### src/rtl/imm_encode.sv
// RISC-V immediate packer: registered encode/check stage feeding an output FIFO.
// Build with IMM_CHECK_EN defined to enable range/alignment checks and err_count.
module imm_encode #(
  parameter int DEPTH = 4,
  parameter int CNT_W = 8
) (
  input  logic             clk,
  input  logic             reset_n,
  input  logic             in_valid,
  output logic             in_ready,
  input  logic [1:0]       immsrc,
  input  logic [6:0]       opcode,
  input  logic [4:0]       rd,
  input  logic [4:0]       rs1,
  input  logic [4:0]       rs2,
  input  logic [2:0]       funct3,
  input  logic [31:0]      imm,
  output logic             out_valid,
  input  logic             out_ready,
  output logic [31:0]      out_instr,
  output logic             out_err,
  output logic [CNT_W-1:0] err_count
);
  localparam int AW = $clog2(DEPTH);
  localparam logic [6:0] OP_JAL = 7'b1101111;

  typedef struct packed {
    logic [1:0]  immsrc;
    logic [6:0]  opcode;
    logic [4:0]  rd;
    logic [4:0]  rs1;
    logic [4:0]  rs2;
    logic [2:0]  funct3;
    logic [31:0] imm;
  } req_t;

  typedef struct packed {
    logic [31:0] instr;
    logic        err;
  } rsp_t;

  req_t          s1_req;
  logic          s1_valid;
  rsp_t          s1_rsp;
  rsp_t          mem [DEPTH];
  rsp_t          last_q;
  logic [AW-1:0] wptr, rptr;
  logic [AW:0]   count;
  logic          full, push, pop, accept;

  assign full     = (count == (AW+1)'(DEPTH));
  assign in_ready = !s1_valid || !full;
  assign accept   = in_valid && in_ready;
  assign push     = s1_valid && !full;
  assign pop      = out_ready && (count != '0);

  // Stage 1 holds the raw request; encoding happens on the registered copy.
  always_ff @(posedge clk or negedge reset_n) begin
    if (!reset_n) begin
      s1_valid <= 1'b0;
      s1_req   <= '0;
    end else if (accept) begin
      s1_valid <= 1'b1;
      s1_req   <= '{immsrc, opcode, rd, rs1, rs2, funct3, imm};
    end else if (push) begin
      s1_valid <= 1'b0;
    end
  end

`ifdef IMM_CHECK_EN
  logic fits12, fits13, fits21;
  assign fits12 = (&s1_req.imm[31:11]) | ~(|s1_req.imm[31:11]);
  assign fits13 = (&s1_req.imm[31:12]) | ~(|s1_req.imm[31:12]);
  assign fits21 = (&s1_req.imm[31:20]) | ~(|s1_req.imm[31:20]);
`endif

  always_comb begin
    s1_rsp = '0;
    case (s1_req.immsrc)
      2'b00: s1_rsp.instr = {s1_req.imm[11:0], s1_req.rs1, s1_req.funct3, s1_req.rd, s1_req.opcode};
      2'b01: s1_rsp.instr = {s1_req.imm[11:5], s1_req.rs2, s1_req.rs1, s1_req.funct3,
                             s1_req.imm[4:0], s1_req.opcode};
      2'b10: s1_rsp.instr = {s1_req.imm[12], s1_req.imm[10:5], s1_req.rs2, s1_req.rs1,
                             s1_req.funct3, s1_req.imm[4:1], s1_req.imm[11], s1_req.opcode};
      default: begin
        if (s1_req.opcode == OP_JAL)
          s1_rsp.instr = {s1_req.imm[20], s1_req.imm[10:1], s1_req.imm[11], s1_req.imm[19:12],
                          s1_req.rd, s1_req.opcode};
        else
          s1_rsp.instr = {s1_req.imm[31:12], s1_req.rd, s1_req.opcode};
      end
    endcase
`ifdef IMM_CHECK_EN
    case (s1_req.immsrc)
      2'b00, 2'b01: s1_rsp.err = !fits12;
      2'b10:        s1_rsp.err = !fits13 || s1_req.imm[0];
      default:      s1_rsp.err = (s1_req.opcode == OP_JAL) ? (!fits21 || s1_req.imm[0])
                                                           : (s1_req.imm[11:0] != '0);
    endcase
`endif
  end

  always_ff @(posedge clk) begin
    if (push) mem[wptr] <= s1_rsp;
  end

  // last_q keeps the most recently popped word visible while the FIFO is empty.
  always_ff @(posedge clk or negedge reset_n) begin
    if (!reset_n) begin
      wptr   <= '0;
      rptr   <= '0;
      count  <= '0;
      last_q <= '0;
    end else begin
      if (push) wptr <= wptr + 1'b1;
      if (pop) begin
        rptr   <= rptr + 1'b1;
        last_q <= mem[rptr];
      end
      case ({push, pop})
        2'b10:   count <= count + 1'b1;
        2'b01:   count <= count - 1'b1;
        default: count <= count;
      endcase
    end
  end

  assign out_valid = (count != '0);
  assign out_instr = out_valid ? mem[rptr].instr : last_q.instr;
  assign out_err   = out_valid ? mem[rptr].err   : last_q.err;

`ifdef IMM_CHECK_EN
  logic [CNT_W-1:0] err_q;
  always_ff @(posedge clk or negedge reset_n) begin
    if (!reset_n)                           err_q <= '0;
    else if (push && s1_rsp.err && !(&err_q)) err_q <= err_q + 1'b1;
  end
  assign err_count = err_q;
`else
  assign err_count = '0;
`endif
endmodule

### config.mk
export PLATFORM = sky130hd
export DESIGN_NAME = imm_encode
export DESIGN_NICKNAME = d
export VERILOG_FILES = /design/src/rtl/imm_encode.sv
export SDC_FILE = /design/constraint.sdc
export NUM_CORES = 1
export LEC_CHECK = 0
export ABC_AREA = 1
export BUFFER_PORTS_ARGS = -buffer_cell sky130_fd_sc_hd__buf_4
export CAP_MARGIN = 40
export CORE_MARGIN = 4
export CORE_UTILIZATION = 50
export CTS_BUF_LIST = sky130_fd_sc_hd__clkbuf_8
export CTS_CLUSTER_SIZE = 20
export DETAILED_ROUTE_END_ITERATION = 10
export PLACE_DENSITY = 0.72
export SYNTH_ARGS = -nofsm -noshare
export SYNTH_HDL_FRONTEND = slang
export SYNTH_SLANG_ARGS = --single-unit
### constraint.sdc
create_clock -name clk -period 4.4 [get_ports clk]
set_input_delay 0 -clock clk [delete_from_list [all_inputs] [get_ports clk]]
set_output_delay 0 -clock clk [all_outputs]
set_load 0.005 [all_outputs]
==> out/qor.yml, run 1 <==
clock_latency_ns: 0.52
setup_viol: 0
synth_area_mm2: 0.00985
drv_cap: 0
cts_buffers: 37
fill_cells: 1618
rrSetupSlack_ns: 1.98
p_per_area_mw_per_mm2: 649
hold_buffers: 81
ir_worst_vdd_mv: 0.277
dieArea_mm2: 0.0220
rsz0062_at_grt: "false"
clock_sinks: 227
grt-ovfl-total: 0
fin_crit_sh_pct: 55.0
required_ns: 4.84
grt_usage_pct: 20.3
leakagePower_nw: 5.36
grt_max_degree: 68
skew_ns: 0.0187
via_count: 7236
fin_util_pct: 62.2
cts_setup_buffers: 0
arrival_ns: 2.86
pin_count: 106
yosys-top-cells-area: "edfxtp_1, dfrtp_1, nand2_1, nand3_1, buf_4"
vias_per_cell: 5.02
synth.distinct_cells: 33
reg2reg_to: "count[2]$_DFFE_PN0P_"
cp-start-kind: "flip-flop"
cts_buffer_depth: 3
critPathCapture: "count[2]$_DFFE_PN0P_"
htree_levels: 2
seq_area_frac_synth_pct: 64.1
drive_gt1_share_pct: 15.3
antenna_found_initial: 0
port_buffers: 96
worst_slew_pin_slew_ns: 0.758
clk_pin_slew_ns: 0.06
multi_input_area_mm2: 0.00299
syn2layout_area_growth_pct: 22.4
final_cell_mix: "nand2_1, nand3_1, edfxtp_1"
critPathMaxStageDelay_ns: 0.43
detail_route.wl_per_cell_um: 15.2
critical_path.slowest_cell: "dfrtp_1"
slew-limit-headroom_pct: 49.5
synth_top_area_cell: "edfxtp_1"
syn_avg_cell_area_um2: 10.1
netlist_instances: 979
path_buf_inv: 2
firstDrtPassIters: 5
setup_tns_ns: 0
hold_path_class: "in -> reg"
hold_viol: 0
cts_tree: "built"
cp_top_family: "simple AND/OR/NAND/NOR gates"
fin_nets: 1217
cts_resized: 0
initial_core_util_pct: 50.8
dieHeight_um: 148
outcome: "finished clean"
cp.depth: 10
crit_fanout: 67
reg2reg_depth: 10
timing.rr.start: "count[0]$_DFFE_PN0P_"
wl_mm: 22.0
cts-root-buf: "clkbuf_8"
worstPathCellList: "nor2_4 -> nand2_4 -> nand2_4 -> inv_1 -> ha_1 -> inv_1 -> fa_1 -> or2_2 -> nand2_1 -> xor2_1"
drc: 0
slew_viol_final: 0
place_area_mm2: 0.0106
yosysWarnings: 0
ys_ff_latch: 227
endpoint_kind: "flip-flop"
ant_nets: 0
num_antenna_cells: 0
row_count: 51
critPathLaunch: "count[0]$_DFFE_PN0P_"
place.gp.congestion: 0.776
final_area_mm2: 0.0121
grt_pass1_vias: 7057
layout_commonest_cell: "nand2_1"
dp_hpwl_mm: 13.0
fmaxAchievable_mhz: 413
layout_min_cycle_time_ns: 2.42
drtIter0Drc: 458
crit_type: "reg -> reg"
dieWidth_um: 148
core_mm2: 0.0194
regArea_mm2: 0.00632
yosysTopAreaCellShare_pct: 39.0
grt_pass1_wl_mm: 35.8
-- stage by stage --
stage               hold slack [ns]  setup WS (ns)  std cells  total power [mW]
finish                       0.0230           1.98       1441              7.83
CTS                        0.000727           1.94       1441              7.90
detailed placement           0.0973           2.00       1293              6.19
floorplan                    -0.296           1.96        987              5.16
global route                 0.0349           1.79       1441              8.40
global placement             0.0915           2.07       1291              6.07
-- logic make-up after synthesis --
logic type | share of synthesized area [%]
other | 0.0381
and+or+nand+nor | 24.1
AOI/OAI and AO/OA | 4.61
buffers and inverters | 5.92
adders and majority gates | 0.838
DFF | 64.1
xor gates and xnor gates | 0.356
-- final cells by class --
cell class / instances / share of cell area, %
Sequential cell: 227 / 52.4
Multi-Input combinational cell: 664 / 24.8
Timing Repair Buffer: 188 / 13.6
Clock buffer: 41 / 4.68
Tap cell: 265 / 2.75
Inverter: 30 / 0.934
Clock inverter: 26 / 0.840
-- how the worst min path moves through the flow --
stage               startpoint                     end  depth (start not counted)
floorplan              reset_n    count[0]$_DFFE_PN0P_                          0
global placement       reset_n    count[0]$_DFFE_PN0P_                          1
detailed placement     reset_n     rptr[1]$_DFFE_PN0P_                          1
CTS                   in_valid  s1_req[15]$_DFFE_PN0P_                          3
global route          in_valid  s1_req[40]$_DFFE_PN0P_                          3
finish                in_valid  s1_req[18]$_DFFE_PN0P_                          3
-- power breakdown --
group	leakage [nW]	switching, mW	internal, mW
combinational	2.57	1.81	1.09
sequential	2.39	0.267	3.03
clock	0.402	0.775	0.851
-- layer usage --
layer  GRT usage, %  routed length (um)  vias up
li1               -                   -     3584
met1           28.0                9710     3416
met2           33.2               10500      209
met3           4.08                1390       27
met4           5.54                 315        0
met5              0                   0        -
-- synthesized netlist by cell type, drive strengths merged --
cell    number
clkbuf       9
nand3      145
xor2         3
o21ai       67
inv         30
xnor2        1
nand2      406
conb         1
a22oi        5
o22ai        1
o211ai       1
ha           5
buf         57
edfxtp     128
fa           1
nor2        13
a21oi        6
or2          1
dfrtp       99
-- worst reg2reg max path, stage by stage, from the launching register on --
cell and delay [ns]:
dfrtp_1 0.43, nor2_4 0.08, nand2_4 0.08, nand2_4 0.38, inv_1 0.22, ha_1 0.17, inv_1 0.07, fa_1 0.38
or2_2 0.30, nand2_1 0.08, xor2_1 0.14
-- state kept, by name, indices dropped and copies added (netlist names) --
signal	count
last_q	32
s1_req	59
rptr	2
wptr	2
mem	128
s1_valid	1
count	3
No activity file was read; power rests on OpenSTA's default activity.
==> run 2, diff against run 1 <==
clock period = 2.45 ns   (was 4.4 ns; I/O delays follow)
==> out/qor.yml, run 2 (synthesis gave the netlist of run 1 again) <==
drv_cap: 0
grt_pass1_vias: 7348
drive_gt1_share_pct: 15.6
core_mm2: 0.0194
htree_levels: 2
timing.rr.start: "count[1]$_DFFE_PN0P_"
cts_tree: "built"
fill_cells: 1513
hold_depth: 4
grt_pass1_wl_mm: 37.1
arrival_ns: 2.14
skew_ns: 0.0262
clk_pin_slew_ns: 0.07
num_antenna_cells: 0
required_ns: 2.45
endpoint_kind: "primary output"
cts_resized: 0
ant_nets: 0
setup_tns_ns: 0
cp.depth: 6
grt_usage_pct: 21.2
antenna_found_initial: 0
cts-root-buf: "clkbuf_8"
critical_path.slowest_cell: "buf_4"
via_count: 7324
drc: 0
leakagePower_nw: 5.44
critPathLaunch: "rptr[0]$_DFFE_PN0P_"
timing.hold.ws_ns: 0.189
clock_sinks: 227
top_register: "mem"
detail_route.wl_per_cell_um: 15.6
firstDrtPassIters: 5
hold_start: "in_valid"
syn2layout_area_growth_pct: 25.5
cp-start-kind: "flip-flop"
reg2reg_depth: 9
dieWidth_um: 148
path_buf_inv: 2
reg_top3: "mem x128, s1_req x59, last_q x32"
hold_viol: 0
dieHeight_um: 148
fin_crit_sh_pct: 87.5
grt_max_degree: 68
layout_commonest_cell: "nand2_1"
grt-ovfl-total: 0
critPathCapture: "out_instr[7]"
slew-limit-headroom_pct: 54.2
cts_buffers: 36
fin_total_pwr_mw: 14.3
crit_fanout: 65
place.gp.congestion: 0.794
worstPathCellList: "buf_4 -> nand2_1 -> nand3_1 -> nand2_1 -> o21ai_0 -> buf_4"
worst_slew_pin_slew_ns: 0.687
initial_core_util_pct: 50.8
largest_register_ffs: 128
slew_viol_final: 0
port_buffers: 96
cp_top_family: "buffers and inverters"
fin_nets: 1243
ir_worst_vdd_mv: 0.416
critPathMaxStageDelay_ns: 0.57
row_count: 51
drtIter0Drc: 530
clock_latency_ns: 0.54
cts_setup_buffers: 0
fin_util_pct: 63.8
wl_mm: 22.9
outcome: "finished clean"
fmaxAchievable_mhz: 466
rsz0062_at_grt: "false"
pin_count: 106
reg2reg_to: "count[2]$_DFFE_PN0P_"
hold_path_class: "in -> reg"
dp_hpwl_mm: 13.1
setup_viol: 0
cts_buffer_depth: 3
final_cell_mix: "nand2_1, nand3_1, edfxtp_1"
crit_type: "reg -> out"
layout_min_cycle_time_ns: 2.14
dieArea_mm2: 0.0220
p_per_area_mw_per_mm2: 1160
rrSetupSlack_ns: 0.34
vias_per_cell: 5.00
run 2: cell count changes in the layout (fill, tap and decap cells not counted), sizes merged:
cell and delta:
buf +4, dlygate4sd3 +23, clkinv +4, clkbuf -2, clkinvlp +1, inv -7, bufinv +2
run 2: final cells by class:
class,instances,area [um^2],area share [%]
inverters,30,113,0.910
multi-input cells,664,2990,24.2
repair buffers,215,1920,15.5
well taps,265,332,2.68
clock inverters,26,160,1.29
clock buffers,39,537,4.34
flip-flops and latches,227,6320,51.1
run 2: per-stage QoR:
step / area, um^2 / setup WS, ns / std cells
CTS: 12400 / 0.195 / 1465
floorplan: 9880 / 0.0104 / 987
global route: 12400 / 0.115 / 1466
global placement: 10600 / 0.421 / 1296
finish: 12400 / 0.306 / 1466
detailed placement: 10600 / 0.336 / 1296
run 2: where the power goes:
part | leakage, nW | switching [mW] | internal (mW)
Clock | 0.389 | 1.43 | 1.68
Combinational | 2.67 | 3.27 | 2.03
Sequential | 2.39 | 0.497 | 5.45
run 2: worst min path at each step:
stage / end / slack, ns
2_1_floorplan: count[0]$_DFFE_PN0P_ / -0.30
3_3_place_gp: wptr[0]$_DFFE_PN0P_ / -0.001
3_5_place_dp: count[1]$_DFFE_PN0P_ / -0.007
4_1_cts: s1_req[55]$_DFFE_PN0P_ / 0.15
5_1_grt: s1_req[50]$_DFFE_PN0P_ / 0.22
6_report: s1_req[49]$_DFFE_PN0P_ / 0.19
run 2: timing repair:
action                                  CTS  global route
endpoints found under the setup margin    0             0
hold buffers                            104             0
endpoints found under the hold margin   161             0
run 2: worst min-delay path, delay by kind of cell:
| kind | cells | cell delay [ns] |
|---|---|---|
| and+or+nand+nor | 2 | 0.14 |
| buffers and inverters | 2 | 0.52 |
run 2: metal layers:
metal	wire length (um)	GRT usage, %	vias up	share of wire [%]
met4	599	8.59	0	2.6
li1	-	-	3625	-
met2	10900	33.9	213	48
met1	10000	29.1	3438	44
met3	1330	3.99	48	5.8
met5	0	0	-	0
